$ cat src/rtl/uart_pkg.sv
// Shared types and defaults for the UART transmit queue.
package uart_pkg;

    localparam int DEF_CLK_FREQ = 1000000;
    localparam int DEF_BAUD     = 9600;

    typedef enum logic [1:0] {
        IDLE   = 2'd0,
        LAUNCH = 2'd1,
        WAIT   = 2'd2
    } tx_state_e;

endpackage

$ cat src/rtl/uart_sync_fifo.sv
// Byte-wide circular FIFO with registered count/full/empty flags.
// A push into a full FIFO is accepted only when a pop happens in the same cycle.
module uart_sync_fifo #(
    parameter int DEPTH = 8
) (
    input  logic                     clk,
    input  logic                     rst,
    input  logic                     i_push,
    input  logic                     i_pop,
    input  logic [7:0]               i_data,
    output logic [7:0]               o_data,
    output logic                     o_full,
    output logic                     o_empty,
    output logic [$clog2(DEPTH):0]   o_count
);

    localparam int AW = $clog2(DEPTH);
    localparam int CW = AW + 1;

    logic [7:0]    r_mem [DEPTH];
    logic [AW-1:0] r_wptr;
    logic [AW-1:0] r_rptr;
    logic [CW-1:0] r_count;
    logic          r_full;
    logic          r_empty;

    logic          w_push;
    logic          w_pop;
    logic [CW-1:0] w_count_nxt;

    assign w_pop  = i_pop & ~r_empty;
    assign w_push = i_push & (~r_full | w_pop);

    always_comb begin
        w_count_nxt = r_count;
        unique case ({w_push, w_pop})
            2'b10:   w_count_nxt = r_count + CW'(1);
            2'b01:   w_count_nxt = r_count - CW'(1);
            default: w_count_nxt = r_count;
        endcase
    end

    always_ff @(posedge clk) begin
        if (rst) begin
            r_wptr  <= '0;
            r_rptr  <= '0;
            r_count <= '0;
            r_full  <= 1'b0;
            r_empty <= 1'b1;
        end else begin
            if (w_push) r_wptr <= r_wptr + AW'(1);
            if (w_pop)  r_rptr <= r_rptr + AW'(1);
            r_count <= w_count_nxt;
            r_full  <= (w_count_nxt == CW'(DEPTH));
            r_empty <= (w_count_nxt == '0);
        end
    end

    always_ff @(posedge clk) begin
        if (w_push) r_mem[r_wptr] <= i_data;
    end

    assign o_data  = r_mem[r_rptr];
    assign o_full  = r_full;
    assign o_empty = r_empty;
    assign o_count = r_count;

endmodule

$ cat src/rtl/uart_tx_queue.sv
// Byte queue feeding a UART transmitter via a newd/donetx handshake.
// Optional sticky overflow flag: define UART_TXQ_OVF_STICKY_EN.
module uart_tx_queue
    import uart_pkg::*;
#(
    parameter int CLK_FREQ = DEF_CLK_FREQ,
    parameter int BAUD     = DEF_BAUD,
    parameter int DEPTH    = 8
) (
    input  logic                    clk,
    input  logic                    rst,
    input  logic                    wr_en,
    input  logic [7:0]              wr_data,
    output logic                    full,
    output logic                    empty,
    output logic [$clog2(DEPTH):0]  count,
    output logic [7:0]              dintx,
    output logic                    newd,
    input  logic                    donetx,
    output logic                    busy
`ifdef UART_TXQ_OVF_STICKY_EN
    ,
    output logic                    ovf
`endif
);

    localparam int HOLD = CLK_FREQ / BAUD;
    localparam int HW   = $clog2(HOLD + 1);

    tx_state_e     r_state;
    logic [HW-1:0] r_hold;
    logic          r_newd;
    logic [7:0]    r_dintx;
    logic          r_done_q;

    tx_state_e     w_state_nxt;
    logic [HW-1:0] w_hold_nxt;
    logic          w_newd_nxt;
    logic [7:0]    w_dintx_nxt;
    logic          w_pop;
    logic          w_done_rise;
    logic [7:0]    w_fifo_data;

    uart_sync_fifo #(
        .DEPTH (DEPTH)
    ) u_fifo (
        .clk     (clk),
        .rst     (rst),
        .i_push  (wr_en),
        .i_pop   (w_pop),
        .i_data  (wr_data),
        .o_data  (w_fifo_data),
        .o_full  (full),
        .o_empty (empty),
        .o_count (count)
    );

    assign w_done_rise = donetx & ~r_done_q;

    always_comb begin
        w_state_nxt = r_state;
        w_hold_nxt  = r_hold;
        w_newd_nxt  = r_newd;
        w_dintx_nxt = r_dintx;
        w_pop       = 1'b0;
        unique case (r_state)
            IDLE: begin
                if (!empty) begin
                    w_pop       = 1'b1;
                    w_dintx_nxt = w_fifo_data;
                    w_newd_nxt  = 1'b1;
                    w_hold_nxt  = HW'(HOLD - 1);
                    w_state_nxt = LAUNCH;
                end
            end
            LAUNCH: begin
                if (r_hold == '0) begin
                    w_newd_nxt  = 1'b0;
                    w_state_nxt = WAIT;
                end else begin
                    w_hold_nxt = r_hold - HW'(1);
                end
            end
            WAIT: begin
                // Only a fresh edge counts; a level left over from the
                // previous byte must not retire the current one.
                if (w_done_rise) w_state_nxt = IDLE;
            end
            default: w_state_nxt = IDLE;
        endcase
    end

    always_ff @(posedge clk) begin
        if (rst) begin
            r_state  <= IDLE;
            r_hold   <= '0;
            r_newd   <= 1'b0;
            r_dintx  <= 8'h00;
            r_done_q <= 1'b0;
        end else begin
            r_state  <= w_state_nxt;
            r_hold   <= w_hold_nxt;
            r_newd   <= w_newd_nxt;
            r_dintx  <= w_dintx_nxt;
            r_done_q <= donetx;
        end
    end

`ifdef UART_TXQ_OVF_STICKY_EN
    logic r_ovf;

    always_ff @(posedge clk) begin
        if (rst) begin
            r_ovf <= 1'b0;
        end else if (wr_en && full && !w_pop) begin
            r_ovf <= 1'b1;
        end
    end

    assign ovf = r_ovf;
`endif

    assign dintx = r_dintx;
    assign newd  = r_newd;
    assign busy  = (r_state != IDLE);

endmodule

$ cat config.mk
export PLATFORM = sky130hd
export DESIGN_NAME = uart_tx_queue
export DESIGN_NICKNAME = d
export VERILOG_FILES = /design/src/rtl/uart_pkg.sv /design/src/rtl/uart_sync_fifo.sv /design/src/rtl/uart_tx_queue.sv
export SDC_FILE = /design/constraint.sdc
export NUM_CORES = 1
export LEC_CHECK = 0
export CORE_MARGIN = 10
export CORE_UTILIZATION = 52
export DETAILED_ROUTE_END_ITERATION = 16
export GPL_ROUTABILITY_DRIVEN = 0
export PLACE_DENSITY = 0.83
export SLEW_MARGIN = 20
export SYNTH_ARGS = -nofsm -noshare
export SYNTH_HDL_FRONTEND = slang
export SYNTH_SLANG_ARGS = --single-unit
$ cat constraint.sdc
create_clock -name clk -period 2.3 [get_ports clk]
set_input_delay 0.23 -clock clk [delete_from_list [all_inputs] [get_ports clk]]
set_output_delay 0.23 -clock clk [all_outputs]
set_load 0.01 [all_outputs]
==> impl_metrics.json <==
{
  "outcome": "complete, but fails checks",
  "violations": "setup timing",
  "arrival_ps": 2570,
  "cp_max_fo": 3,
  "whs_path_depth": 2,
  "crit_type": "reg2reg",
  "cpPeakStageDelay_ps": 400,
  "placement_rows": 31,
  "drv_cap": 0,
  "slew_headroom_pct": 61.18,
  "vias_per_cell": 5.238,
  "wl_um": 6801,
  "grt_pass1_wl_um": 10960,
  "required_ps": 2560,
  "finClkSkew_ps": 11.52,
  "grt_max_degree": 25,
  "yosys_warnings": 0,
  "hp-class": "in2reg",
  "async_flop_share_pct": 0,
  "num_vias": 2095,
  "fmax_mhz": 433.6,
  "final_common_cell": "edfxtp_1",
  "final_cell_mix": "edfxtp_1 (64), dfxtp_1 (29), clkdlybuf4s50_1 (27)",
  "r2r-end": "u_fifo.o_empty",
  "critPathSlowestCell": "or3_4",
  "rsz0062_at_grt": "true",
  "die_h_um": 105.5,
  "final-max-slew-violation-count": 0,
  "period_minus_slack_ps": 2306,
  "ys_types": 38,
  "end_kind": "flip-flop",
  "avgSynthCellArea_sq_um": 15.37,
  "cellLeakagePower_nw": 1.550,
  "io_buffers": 27,
  "drt_iter0_markers": 114,
  "clk_path_buf_depth": 2,
  "fp.coreArea_sq_um": 7176,
  "synth_cells": 247,
  "crit_family": "simple AND/OR/NAND/NOR gates",
  "cts_inserted_buffers": 9,
  "worstHoldStart": "donetx",
  "ant_nets": 0,
  "htree_levels": 3,
  "place_ws_ps": -69.28,
  "synth_seq_cells": 95,
  "regToRegStartpoint": "r_state[0]",
  "dpl.hpwl_um": 4563,
  "ys.flop_type": "edfxtp_1",
  "fin_crit_sh_pct": 100.3,
  "path_buf_inv": 1,
  "cp_cell_sequence": "or3_4 -> a21boi_4 -> inv_2 -> ha_1 -> or3_1 -> o32ai_2 -> xnor2_2 -> a31o_2",
  "synth.yosys.seq_area_share_pct": 66.95,
  "die_area_sq_um": 11120,
  "drc": 0,
  "routedWlPerCell_um": 17.00,
  "synth_area_sq_um": 3797,
  "syn_nets": 266,
  "final-setup-viol-count": 1,
  "die_x_um": 105.5,
  "regToRegSetupSlack_ps": -6,
  "worstMarginPinSlew_ps": 581.5,
  "hold_end": "r_done_q",
  "numClockSinks": 95,
  "cts_tree": "yes",
  "start_util_pct": 52.92,
  "grt_pass1_vias": 2183,
  "drtPass1Iterations": 4,
  "cts-root-buf": "clkbuf_8",
  "io_pins": 28,
  "nNetsFinal": 315,
  "hold_viol_final": 0,
  "setup_slack_ps": -6.489,
  "drive_above_1_share_pct": 23.59,
  "area_growth_pct": 20.40,
  "antenna_found_initial": 0,
  "power_density_nw_per_um2": 1150,
  "path_clk_slew_ps": 100,
  "total_power_mw": 5.259,
  "gr-usage-all-layers_pct": 12.53,
  "grt-ovfl-total": 0,
  "synth_edf_count": 64,
  "start_kind": "flip-flop",
  "reg2reg_depth": 8,
  "clock_latency_ps": 360,
  "diodes": 0,
  "peakVddDrop_mv": 0.4044
}
-- layer usage --
layer / share of wire, % / wire length [um] / GRT usage [%] / vias up
met5: 0 / 0 / 0 / -
met4: 0.78 / 53 / 4.118 / 0
met2: 52 / 3518 / 21.73 / 42
met1: 42 / 2849 / 14.19 / 1022
li1: - / - / - / 1027
met3: 5.6 / 380 / 4.202 / 4
-- cell usage after synthesis (all sizes together) (2+ instances only) --
master	count	area (sq um)
edfxtp	64	1922
dfxtp	31	620.6
nor2	25	93.84
mux4	16	360.4
a211oi	10	75.07
nand2	10	37.54
a21oi	9	45.04
mux2i	9	90.09
nor3	9	45.04
xor2	9	78.83
buf	7	51.29
ha	7	87.58
inv	5	18.76
nand2b	5	31.28
clkbuf	4	16.26
nand3	4	20.02
xnor2	4	35.03
nor2b	3	18.77
nor4	2	18.77
or3	2	12.51
-- metrics by stage --
stage	TNS, ps	hold slack (ps)	cells	area [sq um]	utilization [%]
global placement	0	468.1	381	4287	59.74
finish	-6.489	472.2	400	4572	63.71
global route	-305.8	477.2	400	4572	63.71
floorplan	-365.6	305.7	247	3817	-
detailed placement	-116.1	479.0	381	4287	59.74
CTS	-21.42	466.7	398	4533	63.17
-- worst reg2reg max path, stage by stage, from the launching register on --
cell	delay, ps
dfxtp_2	330
or3_4	400
a21boi_4	160
inv_2	80
ha_1	340
or3_1	340
o32ai_2	160
xnor2_2	150
a31o_2	250
-- layout make-up --
class,count,area (sq um)
clock inverter,7,102.6
sequential,95,2545
clock buffer,9,123.9
fill,499,2604
tap,99,123.9
timing repair buffer,49,435.4
multi-input combinational,135,1216
inverter,6,25.02
-- flip-flops by register name, summed over array words and instances, names as in the netlist --
| signal | cells |
|---|---|
| u_fifo.r_wptr | 3 |
| u_fifo.r_rptr | 3 |
| u_fifo.o_count | 4 |
| u_fifo.o_empty | 1 |
| dintx | 8 |
| r_hold | 7 |
| u_fifo.o_full | 1 |
| r_state | 2 |
| u_fifo.r_mem | 64 |
| newd | 1 |
| r_done_q | 1 |
-- power breakdown --
| part | switching (mW) | leakage [nW] | internal [mW] |
|---|---|---|---|
| sequential | 0.182 | 0.838 | 2.08 |
| clock | 0.642 | 0.113 | 0.542 |
| combinational | 0.876 | 0.599 | 0.940 |
-- timing repair --
| item | in CTS | in global routing |
|---|---|---|
| pin swaps | 2 | 0 |
| setup buffers | 1 | 2 |
| setup endpoints to repair | 2 | 3 |
| hold buffers | 0 | 0 |
| resized for setup | 2 | 5 |
-- logic make-up after synthesis --
| logic type | share of synthesized area [%] |
|---|---|
| buffers and inverters | 2.405 |
| AND/OR/NAND/NOR | 8.337 |
| AO/OA/AOI/OAI | 5.140 |
| multiplexers | 11.86 |
| flip-flops | 66.95 |
| adder cells (fa/ha/maj) | 2.306 |
| XOR/XNOR | 2.998 |
-- how the worst max path moves through the flow --
stage          slack, ps        from        endpoint  cells past startpoint
6_report              -6  r_state[0]  u_fifo.o_empty                      8
4_1_cts              -20  r_state[0]   u_fifo.o_full                     11
3_5_place_dp         -70       wr_en   u_fifo.o_full                     11
5_1_grt             -130  r_state[0]   u_fifo.o_full                     11
3_3_place_gp          30       wr_en   u_fifo.o_full                     11
2_1_floorplan        -80  r_state[1]   u_fifo.o_full                     12
(Power assumes the default switching activity.)
